===== config.mk =====
export PLATFORM = sky130hd
export DESIGN_NAME = regfile_bypass_clr_flat
export DESIGN_NICKNAME = d
export VERILOG_FILES = /design/src/rtl/regfile_bypass_clr_pkg.sv /design/src/rtl/regfile_bypass_clr_if.sv /design/src/rtl/regfile_bypass_clr_clear_seq.sv /design/src/rtl/regfile_bypass_clr.sv /design/src/flat_wrapper.sv
export SDC_FILE = /design/constraint.sdc
export NUM_CORES = 1
export LEC_CHECK = 0
export ABC_CLOCK_PERIOD_IN_PS = 3530
export CAP_MARGIN = 20
export CORE_UTILIZATION = 58
export DETAILED_ROUTE_END_ITERATION = 6
export HOLD_SLACK_MARGIN = 0.08
export PLACE_DENSITY = 0.9
export SLEW_MARGIN = 40
export SYNTH_ARGS = -nofsm -noshare
export SYNTH_HDL_FRONTEND = slang
export SYNTH_SLANG_ARGS = --single-unit

===== constraint.sdc =====
create_clock -name CLK -period 3.53 [get_ports CLK]
set_input_delay 0.353 -clock CLK [delete_from_list [all_inputs] [get_ports CLK]]
set_output_delay 0.353 -clock CLK [all_outputs]
set_load 0.03 [all_outputs]

===== src/rtl/regfile_bypass_clr_pkg.sv =====
// Shared types and default widths for the decode-stage register file.
package rf_pkg;

  localparam int DATA_W_DEF = 8;
  localparam int ADDR_W_DEF = 2;

  typedef enum logic {
    IDLE  = 1'b0,
    CLEAR = 1'b1
  } clr_state_e;

endpackage


===== src/rtl/regfile_bypass_clr_if.sv =====
// Decode-side bus of the register file: read/write requests in, registered read data out.
interface regfile_bypass_clr_if #(
  parameter int DATA_W = rf_pkg::DATA_W_DEF,
  parameter int ADDR_W = rf_pkg::ADDR_W_DEF
);

  logic              REGWRITE;
  logic              REGDST;
  logic [ADDR_W-1:0] RS_ADDR;
  logic [ADDR_W-1:0] RT_ADDR;
  logic [ADDR_W-1:0] RD_ADDR;
  logic [DATA_W-1:0] WRITE_DATA;
  logic              RD_EN;
  logic              CLR_REQ;
  logic [DATA_W-1:0] READ_DATA_ONE;
  logic [DATA_W-1:0] READ_DATA_TWO;
  logic [ADDR_W-1:0] DEST_Q;
  logic              CLR_BUSY;
  logic              WR_DROP;

  modport master (
    output REGWRITE, REGDST, RS_ADDR, RT_ADDR, RD_ADDR, WRITE_DATA, RD_EN, CLR_REQ,
    input  READ_DATA_ONE, READ_DATA_TWO, DEST_Q, CLR_BUSY, WR_DROP
  );

  modport slave (
    input  REGWRITE, REGDST, RS_ADDR, RT_ADDR, RD_ADDR, WRITE_DATA, RD_EN, CLR_REQ,
    output READ_DATA_ONE, READ_DATA_TWO, DEST_Q, CLR_BUSY, WR_DROP
  );

endinterface


===== src/rtl/regfile_bypass_clr_clear_seq.sv =====
// Soft-clear sequencer: sweeps one word per cycle for DEPTH cycles; ignores new requests
// while sweeping and flags writes that arrive during the sweep one cycle later.
module rf_clear_seq
  import rf_pkg::*;
#(
  parameter int ADDR_W = ADDR_W_DEF
) (
  input  logic              clk_i,
  input  logic              rst_ni,
  input  logic              clr_req_i,
  input  logic              regwrite_i,
  output logic              clr_active_o,
  output logic [ADDR_W-1:0] clr_ptr_o,
  output logic              clr_busy_o,
  output logic              wr_drop_o
);

  localparam logic [ADDR_W-1:0] LAST_PTR = '1;

  clr_state_e        state_q, state_d;
  logic [ADDR_W-1:0] ptr_q, ptr_d;
  logic              drop_q, drop_d;

  always_ff @(posedge clk_i or negedge rst_ni) begin
    if (!rst_ni) begin
      state_q <= IDLE;
      ptr_q   <= '0;
      drop_q  <= 1'b0;
    end else begin
      state_q <= state_d;
      ptr_q   <= ptr_d;
      drop_q  <= drop_d;
    end
  end

  always_comb begin
    state_d = state_q;
    ptr_d   = ptr_q;
    drop_d  = regwrite_i && (state_q == CLEAR);
    case (state_q)
      IDLE: begin
        if (clr_req_i) begin
          state_d = CLEAR;
          ptr_d   = '0;
        end
      end
      CLEAR: begin
        // The last word is cleared on the exit edge, so the pointer never wraps.
        if (ptr_q == LAST_PTR) begin
          state_d = IDLE;
          ptr_d   = '0;
        end else begin
          ptr_d = ptr_q + 1'b1;
        end
      end
      default: begin
        state_d = IDLE;
        ptr_d   = '0;
      end
    endcase
  end

  assign clr_active_o = (state_q == CLEAR);
  assign clr_ptr_o    = ptr_q;
  assign clr_busy_o   = (state_q == CLEAR);
  assign wr_drop_o    = drop_q;

endmodule


===== src/rtl/regfile_bypass_clr.sv =====
// 2R1W register file with write/clear bypass, optional zero register and read stall.
// Reads have one-cycle latency; RD_EN=0 holds the read outputs and DEST_Q.
module regfile_bypass_clr
  import rf_pkg::*;
#(
  parameter int DATA_W   = DATA_W_DEF,
  parameter int ADDR_W   = ADDR_W_DEF,
  parameter int ZERO_REG = 0
) (
  input logic                CLK,
  input logic                RST_N,
  regfile_bypass_clr_if.slave bus
);

  localparam int DEPTH = 2 ** ADDR_W;

  logic [DATA_W-1:0] mem_q [DEPTH];
  logic [ADDR_W-1:0] wa;
  logic [ADDR_W-1:0] clr_ptr;
  logic              clr_active;
  logic              clr_busy;
  logic              wr_drop;
  logic              wr_acc;
  logic [DATA_W-1:0] rd1_d, rd1_q;
  logic [DATA_W-1:0] rd2_d, rd2_q;
  logic [ADDR_W-1:0] dest_addr_q;

  function automatic logic is_zero(input logic [ADDR_W-1:0] a);
    return (ZERO_REG != 0) && (a == '0);
  endfunction

  rf_clear_seq #(
    .ADDR_W(ADDR_W)
  ) u_clear_seq (
    .clk_i       (CLK),
    .rst_ni      (RST_N),
    .clr_req_i   (bus.CLR_REQ),
    .regwrite_i  (bus.REGWRITE),
    .clr_active_o(clr_active),
    .clr_ptr_o   (clr_ptr),
    .clr_busy_o  (clr_busy),
    .wr_drop_o   (wr_drop)
  );

  assign wa     = bus.REGDST ? bus.RD_ADDR : bus.RT_ADDR;
  assign wr_acc = bus.REGWRITE && !clr_active && !is_zero(wa);

  always_ff @(posedge CLK or negedge RST_N) begin
    if (!RST_N) begin
      for (int i = 0; i < DEPTH; i++) begin
        mem_q[i] <= '0;
      end
    end else if (wr_acc) begin
      mem_q[wa] <= bus.WRITE_DATA;
    end else if (clr_active) begin
      mem_q[clr_ptr] <= '0;
    end
  end

  // Later assignments take priority: zero register, then write bypass, then clear bypass.
  always_comb begin
    rd1_d = mem_q[bus.RS_ADDR];
    if (clr_active && (clr_ptr == bus.RS_ADDR)) rd1_d = '0;
    if (wr_acc && (wa == bus.RS_ADDR))          rd1_d = bus.WRITE_DATA;
    if (is_zero(bus.RS_ADDR))                   rd1_d = '0;

    rd2_d = mem_q[bus.RT_ADDR];
    if (clr_active && (clr_ptr == bus.RT_ADDR)) rd2_d = '0;
    if (wr_acc && (wa == bus.RT_ADDR))          rd2_d = bus.WRITE_DATA;
    if (is_zero(bus.RT_ADDR))                   rd2_d = '0;
  end

  always_ff @(posedge CLK or negedge RST_N) begin
    if (!RST_N) begin
      rd1_q       <= '0;
      rd2_q       <= '0;
      dest_addr_q <= '0;
    end else if (bus.RD_EN) begin
      rd1_q       <= rd1_d;
      rd2_q       <= rd2_d;
      dest_addr_q <= bus.RD_ADDR;
    end
  end

  assign bus.READ_DATA_ONE = rd1_q;
  assign bus.READ_DATA_TWO = rd2_q;
  assign bus.DEST_Q        = dest_addr_q;
  assign bus.CLR_BUSY      = clr_busy;
  assign bus.WR_DROP       = wr_drop;

endmodule


===== src/flat_wrapper.sv =====
// flat-port wrapper written by rule: the top's interface ports become plain ports
module regfile_bypass_clr_flat import rf_pkg::*;
#(
  parameter int DATA_W   = DATA_W_DEF,
  parameter int ADDR_W   = ADDR_W_DEF,
  parameter int ZERO_REG = 0
)
  (CLK, RST_N, bus_REGWRITE, bus_REGDST, bus_RS_ADDR, bus_RT_ADDR, bus_RD_ADDR, bus_WRITE_DATA, bus_RD_EN, bus_CLR_REQ, bus_READ_DATA_ONE, bus_READ_DATA_TWO, bus_DEST_Q, bus_CLR_BUSY, bus_WR_DROP);
  regfile_bypass_clr_if #(.DATA_W(DATA_W), .ADDR_W(ADDR_W)) bus_i ();
  input logic CLK;
  input logic RST_N;
  input wire logic [$bits(bus_i.REGWRITE)-1:0] bus_REGWRITE;
  input wire logic [$bits(bus_i.REGDST)-1:0] bus_REGDST;
  input wire logic [$bits(bus_i.RS_ADDR)-1:0] bus_RS_ADDR;
  input wire logic [$bits(bus_i.RT_ADDR)-1:0] bus_RT_ADDR;
  input wire logic [$bits(bus_i.RD_ADDR)-1:0] bus_RD_ADDR;
  input wire logic [$bits(bus_i.WRITE_DATA)-1:0] bus_WRITE_DATA;
  input wire logic [$bits(bus_i.RD_EN)-1:0] bus_RD_EN;
  input wire logic [$bits(bus_i.CLR_REQ)-1:0] bus_CLR_REQ;
  output wire logic [$bits(bus_i.READ_DATA_ONE)-1:0] bus_READ_DATA_ONE;
  output wire logic [$bits(bus_i.READ_DATA_TWO)-1:0] bus_READ_DATA_TWO;
  output wire logic [$bits(bus_i.DEST_Q)-1:0] bus_DEST_Q;
  output wire logic [$bits(bus_i.CLR_BUSY)-1:0] bus_CLR_BUSY;
  output wire logic [$bits(bus_i.WR_DROP)-1:0] bus_WR_DROP;
  assign bus_i.REGWRITE = bus_REGWRITE;
  assign bus_i.REGDST = bus_REGDST;
  assign bus_i.RS_ADDR = bus_RS_ADDR;
  assign bus_i.RT_ADDR = bus_RT_ADDR;
  assign bus_i.RD_ADDR = bus_RD_ADDR;
  assign bus_i.WRITE_DATA = bus_WRITE_DATA;
  assign bus_i.RD_EN = bus_RD_EN;
  assign bus_i.CLR_REQ = bus_CLR_REQ;
  assign bus_READ_DATA_ONE = bus_i.READ_DATA_ONE;
  assign bus_READ_DATA_TWO = bus_i.READ_DATA_TWO;
  assign bus_DEST_Q = bus_i.DEST_Q;
  assign bus_CLR_BUSY = bus_i.CLR_BUSY;
  assign bus_WR_DROP = bus_i.WR_DROP;
  regfile_bypass_clr #(.DATA_W(DATA_W), .ADDR_W(ADDR_W), .ZERO_REG(ZERO_REG)) u_core (.CLK(CLK), .RST_N(RST_N), .bus(bus_i));
endmodule

==> results of run 1 <==
==> final timing paths <==
| check | start | to | slack [ns] | cells past startpoint |
|---|---|---|---|---|
| setup / recovery | bus_RT_ADDR[0] | u_core.bus.READ_DATA_ONE[5] | 1.01 | 5 |
| max in group asynchronous | RST_N | u_core.bus.DEST_Q[0] | 2.19 | 3 |
| setup reg to reg | u_core.u_clear_seq.clr_active_o | u_core.bus.READ_DATA_ONE[5] | 1.37 | 4 |
| min in group asynchronous | RST_N | u_core.u_clear_seq.clr_ptr_o[1] | 0.56 | 2 |
| hold reg to reg | u_core.bus.DEST_Q[1] | u_core.bus.DEST_Q[1] | 0.51 | 1 |
| hold / removal | u_core.bus.DEST_Q[1] | u_core.bus.DEST_Q[1] | 0.51 | 1 |
==> state kept, by name, indices dropped and copies added, names as in the netlist <==
signal,cells
u_core.u_clear_seq.wr_drop_o,1
u_core.mem_q,32
u_core.bus.READ_DATA_ONE,8
u_core.bus.READ_DATA_TWO,8
u_core.u_clear_seq.clr_active_o,1
u_core.bus.DEST_Q,2
u_core.u_clear_seq.clr_ptr_o,2
==> timing repair <==
action	4_1_cts	5_1_grt
hold buffers	1	0
endpoints found under the hold margin	25	0
endpoints found under the setup margin	0	0
==> per-layer routing <==
metal,global-route usage (%),up-vias,routed length [um]
met5,0,-,0
met4,12.0,0,141
met3,7.59,15,725
met2,45.6,156,3190
met1,40.3,1076,2680
li1,-,961,-
==> cell families (layout without fill, tap and decap cells) <==
family          after synthesis  after routing  share of synthesized area (%)
simple gates                 72             72                           13.0
flops                        54             54                           48.6
mux                          20             20                           15.8
compound gates               56             56                           14.2
fa+ha+maj                     4              4                           1.80
xor+xnor                      8              8                           2.52
buf+inv                      25             63                           4.01
==> cells in the final DEF (no fill, tap or decap) <==
| cell | instances |
|---|---|
| sky130_fd_sc_hd__nand3_1 | 26 |
| sky130_fd_sc_hd__a221o_1 | 8 |
| sky130_fd_sc_hd__clkbuf_8 | 7 |
| sky130_fd_sc_hd__dfrtp_1 | 54 |
| sky130_fd_sc_hd__o31ai_1 | 2 |
| sky130_fd_sc_hd__xnor2_1 | 2 |
| sky130_fd_sc_hd__nor2_1 | 1 |
| sky130_fd_sc_hd__mux2_2 | 2 |
| sky130_fd_sc_hd__clkdlybuf4s50_1 | 38 |
| sky130_fd_sc_hd__inv_1 | 13 |
| sky130_fd_sc_hd__ha_1 | 4 |
| sky130_fd_sc_hd__buf_2 | 1 |
| sky130_fd_sc_hd__mux4_1 | 8 |
| sky130_fd_sc_hd__nor2b_1 | 18 |
| sky130_fd_sc_hd__nand3b_1 | 2 |
| sky130_fd_sc_hd__o31a_1 | 1 |
| sky130_fd_sc_hd__xor2_1 | 6 |
| sky130_fd_sc_hd__nor4_2 | 1 |
| sky130_fd_sc_hd__mux2i_2 | 2 |
| sky130_fd_sc_hd__o41a_4 | 1 |
| sky130_fd_sc_hd__dlygate4sd3_1 | 1 |
| sky130_fd_sc_hd__o21ai_0 | 35 |
| sky130_fd_sc_hd__a221o_2 | 8 |
| sky130_fd_sc_hd__a21oi_1 | 1 |
| sky130_fd_sc_hd__mux4_2 | 8 |
| sky130_fd_sc_hd__nor3_1 | 1 |
| sky130_fd_sc_hd__clkinv_4 | 1 |
| sky130_fd_sc_hd__nand2_1 | 22 |
| sky130_fd_sc_hd__buf_4 | 2 |
| sky130_fd_sc_hd__nand2b_1 | 1 |
==> stage by stage <==
| stage | setup slack, ns | total power [mW] | utilization, % |
|---|---|---|---|
| 6_report | 1.01 | 2.40 | 73.9 |
| 5_1_grt | 0.908 | 2.53 | 73.9 |
| 4_1_cts | 1.06 | 2.39 | 73.9 |
| 3_5_place_dp | 0.772 | 2.01 | 71.3 |
| 3_3_place_gp | 0.938 | 1.96 | 71.3 |
| 2_1_floorplan | 1.75 | 1.63 | - |
==> area by class of cell <==
type / count / area share [%]
repair buffers: 42 / 12.4
clock inverters: 1 / 0.265
multi-input cells: 160 / 40.1
inverters: 13 / 1.48
well taps: 52 / 1.97
flip-flops and latches: 54 / 40.9
clock buffers: 7 / 2.92
==> where the power goes <==
group	internal [mW]	total, mW	switching [mW]
Clock	0.180	0.383	0.203
Combinational	0.453	0.970	0.517
Sequential	0.848	1.05	0.203
==> results.txt, run 1 <==
- Counting along the longest clock path gives a buffer depth of 2.
- The congestion estimate from routability-driven global placement came to 0.911.
- Post-Synthesis Cell Area: 0.00278 mm^2
- The floorplan step defined a die boundary enclosing 0.00507 mm^2.
- The tool flagged a number of max-cap violations equal to 0.
* Sequential cell area: 0.00135 mm^2
- Clock tree from TritonCTS: built
- Initial standard-cell utilization of the core: 62.1%
* Post-synth net total: 263
- At the pin with the least slew margin, the transition time is 0.871 ns.
* Number of fillers in the final layout: 296
- Violated checks: design-rule violations
- In this run, synthesis inferred 0 flip-flops with an integrated enable.
- Gates resized during post-CTS repair numbered 0.
* Distinct cells, synth: 28
- Max Slew Vio Count: 0
- Via count: 2208
- CTS HTree Levels: 2
- In this run the power density over the cells is 728 mW/mm^2.
* Antenna diode instance count: 0
- During synthesis, Yosys emitted a total of 0 warnings.
- Measured against its own limit, the worst slew margin works out to 41.5%.
- Post-synthesis sequential element count: 54
- Leak: 1.47 nW
* Worst hold margin: 0.514 ns
- X dimension of the die: 71.2 um
- By count the netlist is led by 54 x sky130_fd_sc_hd__dfrtp_1, 35 x sky130_fd_sc_hd__o21ai_0, 26 x sky130_fd_sc_hd__nand3_1.
* Portion of the clock cycle consumed by the worst path in the final layout: 71.5%
* Worst IR drop on VDD: 0.375 mV
- Setup Viol. Count Final: 0
- After clock tree synthesis, the setup repair step added 0 buffers.
- Fraction of post-synthesis cell area in the top cell type by area: 48.6%
- For this run, the number of standard cells in the final layout without fillers is 329.
- Number of routed nets with antenna violations: 0
* # placed instances: 320
- In the post-synthesis netlist, the cell with the most instances is sky130_fd_sc_hd__dfrtp_1.
- Number of sinks handled by clock tree synthesis: 54
- Cell-by-cell listing of the critical path: clkdlybuf4s50_1, mux2i_2, xnor2_1, nor3_1, a221o_2
- 40 I/O pins were placed.
- Layout overhead on the synthesized area: 18.9%
- Final design instance area without fill: 0.00330 mm^2
* Net total in the final layout: 300
* Slowest cell on the critical path: sky130_fd_sc_hd__nor3_1
- The total overflow left after global routing is 0.
* Root Driver: sky130_fd_sc_hd__clkbuf_8
- Post-synth top area cell: sky130_fd_sc_hd__dfrtp_1
- Buffers placed on the I/O ports in this run total 39.
* Placeable core region: 0.00447 mm^2
* Total count of hold-check failures in the final report: 0
- For the worst-skew pair, the clock arrives at the later sink with an insertion delay of 0.31 ns.
- Data on the critical path is required at its endpoint by 3.79 ns.
- Footprint of the multi-input gates: 0.00132 mm^2
* Antenna violations before repair: 0
* Drt first pass iters: 7
- Avg Inst Size Synth: 11.6 um^2
- Critical-path maximum fanout: 11
- Critical Path Max Stage Delay: 0.75 ns
* Placed inst area: 0.00319 mm^2
- For this run, design rule violations remaining after detail routing come to 5.
- Max Clk Rate: 396 MHz
- In the synthesized netlist the async set-or-reset flop fraction comes to 100%.
- Total half-perimeter wirelength after legalization and detailed placement: 4.70 mm
- The worst setup path is launched from an input pin.
- On the final layout, the worst clock skew is 0.00696 ns.
* Die outline height: 71.2 um
- The most used flip-flop cell after synthesis is sky130_fd_sc_hd__dfrtp_1.
* Fraction of layout instances using a drive strength above 1: 11.9%
- The worst path needs 2.52 ns of the cycle, external delays included.
- Violation count after the first detailed-routing iteration: 296
- Standard-cell row count: 24
- Entering global routing, the biggest net connects 30 pins.
- Global routing consumed, over all layers together, 29.4% of the routing resources.
* Number of buffer and inverter instances along the worst setup path: 1
* Clock-pin slew on the worst setup and hold paths: 0.10 ns
- The path class of the tightest hold or removal check is reg2reg.
* Vias in the first global route: 2156
- Count of mapped cells out of synthesis: 239
- After detailed routing, the total wire length is 6.74 mm.
- The run finished, with violations left.
* Ranking of synthesized cells by area: sky130_fd_sc_hd__dfrtp_1 49%, sky130_fd_sc_hd__mux4_1 7.6%, sky130_fd_sc_hd__mux4_2 6.5%
- Broken down by cell family, the worst path's largest delay share belongs to simple AND/OR/NAND/NOR gates.
- The first global-routing pass estimated 11.1 mm of wire.
* CP endpoint kind: register
* Setup total negative slack: 0 ns
- For this run, the register share of the synthesized area comes to 48.6%.
- In the final routed layout, each cell accounts on average for 20.5 um.
- Data on the critical path arrives at its endpoint at 2.78 ns.
* Setup repair after global routing missed its margin: false
- WS Path Type: in2reg
* Total CTS buffers: 5
- Detail-routed via count per cell: 6.71
Note: power is estimated with default switching activity, not from simulation.
==> run 2: changes to the inputs <==
Settings changed: ABC_CLOCK_PERIOD_IN_PS 3530 to 2200, CORE_UTILIZATION 58 to 49, PLACE_DENSITY 0.9 to 0.82.
Clock period 3.53 ns to 2.2 ns, I/O delays scaled along.
==> results.txt, run 2 (same netlist as run 1, synthesis figures left out) <==
* Run status: finished clean
- In the routed layout, each cell is associated on average with a via count of 6.04.
- Net total in the final layout: 312
- Drt first pass iters: 4
* End-of-flow core utilization: 62.4%
* Antenna diode instance count: 0
- The first global-routing pass estimated 10.6 mm of wire.
- Power density over the cells: 1110 mW/mm^2
- Standard-cell row count: 27
- Summing all multi-input logic gate instances after layout gives 0.00133 mm^2.
- Dividing the detail-routed wire length by the instance count gives 17.7 um.
* Setup total negative slack: 0 ns
* Final weighted congestion of routability-driven global placement: 0.805
* I/O Pins: 40
* Buffers added on ports: 39
- Entering global routing, the biggest net connects 55 pins.
* Number of routed nets with antenna violations: 0
- For this configuration, the core starts out at a cell density of 50.8%.
- The worst-case IR drop observed on VDD is 0.560 mV.
- The number of gates resized after CTS was 0.
- Vias in the first global route: 2077
- Fill cells in the final layout number 429.
* Crit path arrival time: 2.11 ns
- Placeable core region: 0.00547 mm^2
* Critical-path maximum fanout: 8
* Total routing resource utilization after global routing: 23.3%
- Maximum clock path buffer count: 2
- The number of cells on the worst reg-to-reg path is 4.
- Flip-flop count of the largest register after layout: 32
- Buffers inserted during clock tree synthesis total 5.
- Clock latency on the worst-skew pair, taken at its later pin, is 0.30 ns.
- Total count of hold-check failures in the final report: 0
* Cell depth of the worst hold path: 2
- Antenna violations before repair: 0
- Summed over all layers, the routed wires come to 6.36 mm.
- From bottom edge to top edge, the die measures 77.3 um.
- Cell-by-cell listing of the critical path: clkdlybuf4s50_1, mux2i_2, xnor2_1, o41a_4, a221o_2
- At the placement stage, the worst setup path has a slack of -0.131 ns.
- Worst R2R Setup Slack: 0.47 ns
- Leading cell type in the layout, fill and taps excluded: sky130_fd_sc_hd__dfrtp_1
- Commonest cells after routing, fill and taps aside: 54 x sky130_fd_sc_hd__dfrtp_1, 38 x sky130_fd_sc_hd__clkdlybuf4s50_1, 35 x sky130_fd_sc_hd__o21ai_0
- Hold Path Class: in2reg
- Slowest cell on the critical path: sky130_fd_sc_hd__clkdlybuf4s50_1
- In the routed design, unresolved DRC markers number 0.
- Via count: 2169
- Leak: 1.52 nW
- Largest register by flop count: u_core.mem_q
* Max Clk Rate: 519 MHz
- The tree is rooted in a sky130_fd_sc_hd__clkbuf_8.
- Setup repair after global routing left no endpoint under its margin.
- Once routing completed, OpenROAD measured the worst setup slack at 0.273 ns.
* Worst hold margin: 0.500 ns
* Clock tree from TritonCTS: built
* Startpoint class of the critical path: input pin
- Sequential cell area: 0.00135 mm^2
- The H-tree generated during clock tree synthesis spans 2 levels.
- The endpoint identified for the worst register-to-register timing path is u_core.bus.READ_DATA_TWO[5].
- Setup Viol. Count Final: 0
* Worst Tran Pin Value: 0.663 ns
- Of the cells placed in the final design, the portion with a size suffix greater than 1 is 15.3%.
* Hold endpoint: u_core.u_clear_seq.clr_ptr_o[1]
- X dimension of the die: 77.3 um
- Data required time at the worst endpoint: 2.39 ns
- Headroom to the max-slew limit: 55.8%
- Portion of the clock cycle consumed by the worst path in the final layout: 87.6%
- The first routing iteration left 301 violations.
- Layout overhead on the synthesized area: 22.8%
- Final period demand of the worst path: 1.93 ns
* Max Slew Vio Count: 0
- Total half-perimeter wirelength after legalization and detailed placement: 4.56 mm
- The worst hold path begins at bus_CLR_REQ.
- After clock tree synthesis, the clock-pin slew on the worst setup and hold paths is 0.09 ns.
* Max cap viols: 0
- The largest single stage delay on the critical path is 0.57 ns.
- The startpoint identified for the worst register-to-register timing path is u_core.u_clear_seq.clr_active_o.
* Number of sinks handled by clock tree synthesis: 54
* WS Path Type: in2reg
- The die covers 0.00598 mm^2.
* CP endpoint kind: register
* Grt ovf: 0
* Largest clock skew in the final design: 0.00970 ns
[run 2: cell count changes in the layout (fill, tap and decap cells not counted), sizes merged]
cell / delta
buf: +12
clkbuf: -1
clkinv: -1
[run 2: repair_timing]
action,4_1_cts,5_1_grt
hold endpoints to repair,54,0
setup buffers,0,0
hold buffers,1,0
[run 2: worst max path at each step]
stage / start / to / slack [ns]
2_1_floorplan: u_core.u_clear_seq.clr_active_o / u_core.mem_q[5] / 0.42
3_3_place_gp: bus_REGDST / u_core.bus.READ_DATA_ONE[6] / 0.05
3_5_place_dp: bus_REGDST / u_core.bus.READ_DATA_ONE[5] / -0.13
4_1_cts: bus_REGDST / u_core.bus.READ_DATA_ONE[2] / 0.18
5_1_grt: bus_REGDST / u_core.bus.READ_DATA_ONE[6] / 0.24
6_report: bus_REGDST / u_core.bus.READ_DATA_ONE[6] / 0.27
[run 2: per-layer routing]
metal | GRT usage, % | vias up | routed length, um
met4 | 7.92 | 0 | 78
met5 | 0 | - | 0
met1 | 32.4 | 1094 | 2750
met2 | 37.3 | 87 | 3170
met3 | 3.57 | 10 | 364
li1 | - | 978 | -
[run 2: critical path: cells and delay by family]
kind / cells / cell delay [ns]
mux: 1 / 0.30
buf+inv: 1 / 0.57
xor+xnor: 1 / 0.16
compound gates: 2 / 0.87
[run 2: final cells by class]
type,instances,share of cell area (%)
Clock buffer,6,2.42
Inverter,13,1.43
Multi-Input combinational cell,160,38.9
Sequential cell,54,39.6
Tap cell,72,2.64
Timing Repair Buffer,54,15.0
[run 2: power by group]
part           internal, mW  total (mW)  switching, mW
Combinational         0.763        1.60          0.839
Sequential             1.36        1.63          0.270
Clock                 0.244       0.547          0.303
Total                  2.37        3.78           1.41
[run 2: metrics by stage]
step           instances  area [um^2]  total power, mW
6_report             359         3410             3.78
5_1_grt              359         3410             4.01
4_1_cts              359         3410             3.77
3_5_place_dp         352         3320             3.24
3_3_place_gp         352         3320             3.18
2_1_floorplan        239         2780             2.62
==> run 3: changes to the inputs <==
Settings changed: ABC_CLOCK_PERIOD_IN_PS 2200 to 1600.
Clock period 2.2 ns to 1.6 ns, I/O delays scaled along.
==> results.txt, run 3 (same netlist as run 1, synthesis figures left out) <==
- Detail-routed via count per cell: 6.15
* Total routing resource utilization after global routing: 26.4%
- Compared with the post-synthesis result, the final layout area differs by 30.5%.
* Max Clk Rate: 636 MHz
* Vias in the first global route: 2313
- In this run, CTS created clock tree buffers numbering 5.
- By startpoint and endpoint, the worst setup path is classified as in2reg.
- Violation count after the first detailed-routing iteration: 311
- For this run, the detailed router's first-pass iteration total came to 7.
- The die is 77.3 um tall.
- Wire length of the first global-routing pass: 11.8 mm
- At the pin with the least slew margin, the transition time is 0.408 ns.
- Of all nets on the critical path, the largest fanout is 8.
- In the post-route analysis, the smallest setup slack over all paths is 0.0287 ns.
- Headroom to the max-slew limit: 72.7%
- In this run the standard cell core region covers 0.00547 mm^2.
* Largest register by flop count: u_core.mem_q
* End-of-flow core utilization: 66.3%
- Setup total negative slack: 0 ns
* CP endpoint kind: register
- Clock-pin slew on the worst setup and hold paths: 0.10 ns
* Total count of hold-check failures in the final report: 0
* Startpoint class of the critical path: input pin
- Entering global routing, the biggest net connects 55 pins.
- The library cell used most frequently in the layout, excluding fill and tap cells, is sky130_fd_sc_hd__dfrtp_1.
- The worst hold path belongs to the class in2reg.
* Initial standard-cell utilization of the core: 50.8%
- Detailed placement finished with a half-perimeter wire length of 5.12 mm.
* Largest clock skew in the final design: 0.00765 ns
- Power spread over the standard cell area amounts to 1490 mW/mm^2.
- Grt ovf: 0
- In this run the remaining antenna-violating nets after routing total 0.
- Maximum clock path buffer count: 2
* Pre-CTS setup slack: -0.520 ns
* Leak: 1.66 nW
* Post-route DRC violation count: 3
- The die covers 0.00598 mm^2.
* Max Slew Vio Count: 0
* Net total in the final layout: 327
- The top cell types in the final layout, fill and taps aside, are 52 x sky130_fd_sc_hd__dfrtp_1, 34 x sky130_fd_sc_hd__o21ai_0, 32 x sky130_fd_sc_hd__clkdlybuf4s50_1.
- Number of sinks handled by clock tree synthesis: 54
- TritonCTS built the clock tree.
- Cells with a size suffix above 1 make up 21.4% of the layout.
- Run status: finished, violations left
* Worst R2R Setup Slack: 0.07 ns
- Antenna violations before repair: 0
- Flip-flop count of the largest register after layout: 32
- Max cap viols: 0
- For this design the top-level I/O count stands at 40.
- IR analysis of the VDD net gives a maximum drop of 0.715 mV.
- Root Driver: sky130_fd_sc_hd__clkbuf_8
* Buffers added on ports: 39
* Setup Viol. Count Final: 0
- After detailed routing, the average wire length per cell comes to 19.3 um.
* X dimension of the die: 77.3 um
* Portion of the clock cycle consumed by the worst path in the final layout: 98.2%
* Data required time at the worst endpoint: 1.80 ns
* Source-to-sink clock delay at the later pin of the worst-skew pair: 0.31 ns
- Final weighted congestion of routability-driven global placement: 0.897
- Subtracting the final worst setup slack from the clock period gives 1.57 ns.
- Power comes to 5.41 mW.
- Row generation in the floorplan step produced 27 rows.
* Antenna diode instance count: 0
- The H-tree was split into 2 levels.
- STA puts the critical path data arrival time at 1.78 ns.
- After detailed routing, the total wire length is 7.26 mm.
- Across all layers, the routed design uses 2311 vias.
* Violated checks: design-rule violations
==> run 3: cell count changes in the layout (fill, tap and decap cells not counted), sizes merged <==
cell	change
dlygate4sd2	+4
buf	+14
clkbuf	+1
clkdlybuf4s50	-6
clkinv	+2
dlymetal6s2s	+2
==> run 3: path summary, 6_finish.rpt <==
check                                                start                         endpoint  cells after the start
max in group asynchronous                            RST_N  u_core.u_clear_seq.clr_active_o                      3
max reg2reg                u_core.u_clear_seq.clr_ptr_o[0]      u_core.bus.READ_DATA_ONE[6]                      4
min in group asynchronous                            RST_N      u_core.bus.READ_DATA_TWO[2]                      3
max                                         bus_RD_ADDR[1]      u_core.bus.READ_DATA_ONE[6]                      7
min                                         bus_RD_ADDR[0]             u_core.bus.DEST_Q[0]                      3
min reg2reg                           u_core.bus.DEST_Q[0]             u_core.bus.DEST_Q[0]                      1
==> run 3: layout make-up <==
type                       count  area (um^2)
timing repair buffer          69          693
multi-input combinational    160         1360
inverter                      13         48.8
fill                         379         1850
sequential                    54         1350
clock inverter                 2         13.8
tap                           72         90.1
clock buffer                   6         72.6
==> run 3: timing repair <==
item                                    in CTS  in global routing
resized for setup                            6                  6
setup buffers                                0                  1
endpoints found under the setup margin      17                 17
gates cloned                                 0                  1
hold buffers                                 1                  0
pin swaps                                    0                  6
hold endpoints to repair                    54                  0
==> run 3: critical path: stages <==
cell	delay, ns
sky130_fd_sc_hd__clkdlybuf4s50_1	0.47
sky130_fd_sc_hd__mux2i_2	0.25
sky130_fd_sc_hd__xnor2_2	0.17
sky130_fd_sc_hd__buf_4	0.15
sky130_fd_sc_hd__nor3_2	0.03
sky130_fd_sc_hd__buf_4	0.16
sky130_fd_sc_hd__a221o_2	0.39
==> run 3: layer usage <==
metal / track usage [%] / vias to the layer above / wire [um]
met1: 34.3 / 1143 / 2860
li1: - / 1015 / -
met2: 43.5 / 133 / 3700
met3: 5.71 / 20 / 517
met4: 9.43 / 0 / 178
met5: 0 / - / 0
==> run 3: where the power goes <==
group          switching (mW)  internal (mW)  total (mW)
logic                    1.26           1.13        2.38
registers               0.392           1.88        2.27
clock network           0.444          0.310       0.754
total                    2.09           3.31        5.41
==> run 3: through the flow <==
stage | cell area, um^2 | hold slack [ns] | cells
2_1_floorplan | 2800 | -0.136 | 239
5_1_grt | 3630 | 0.355 | 376
3_5_place_dp | 3470 | 0.173 | 365
4_1_cts | 3570 | 0.367 | 374
3_3_place_gp | 3470 | 0.172 | 365
6_report | 3630 | 0.327 | 376
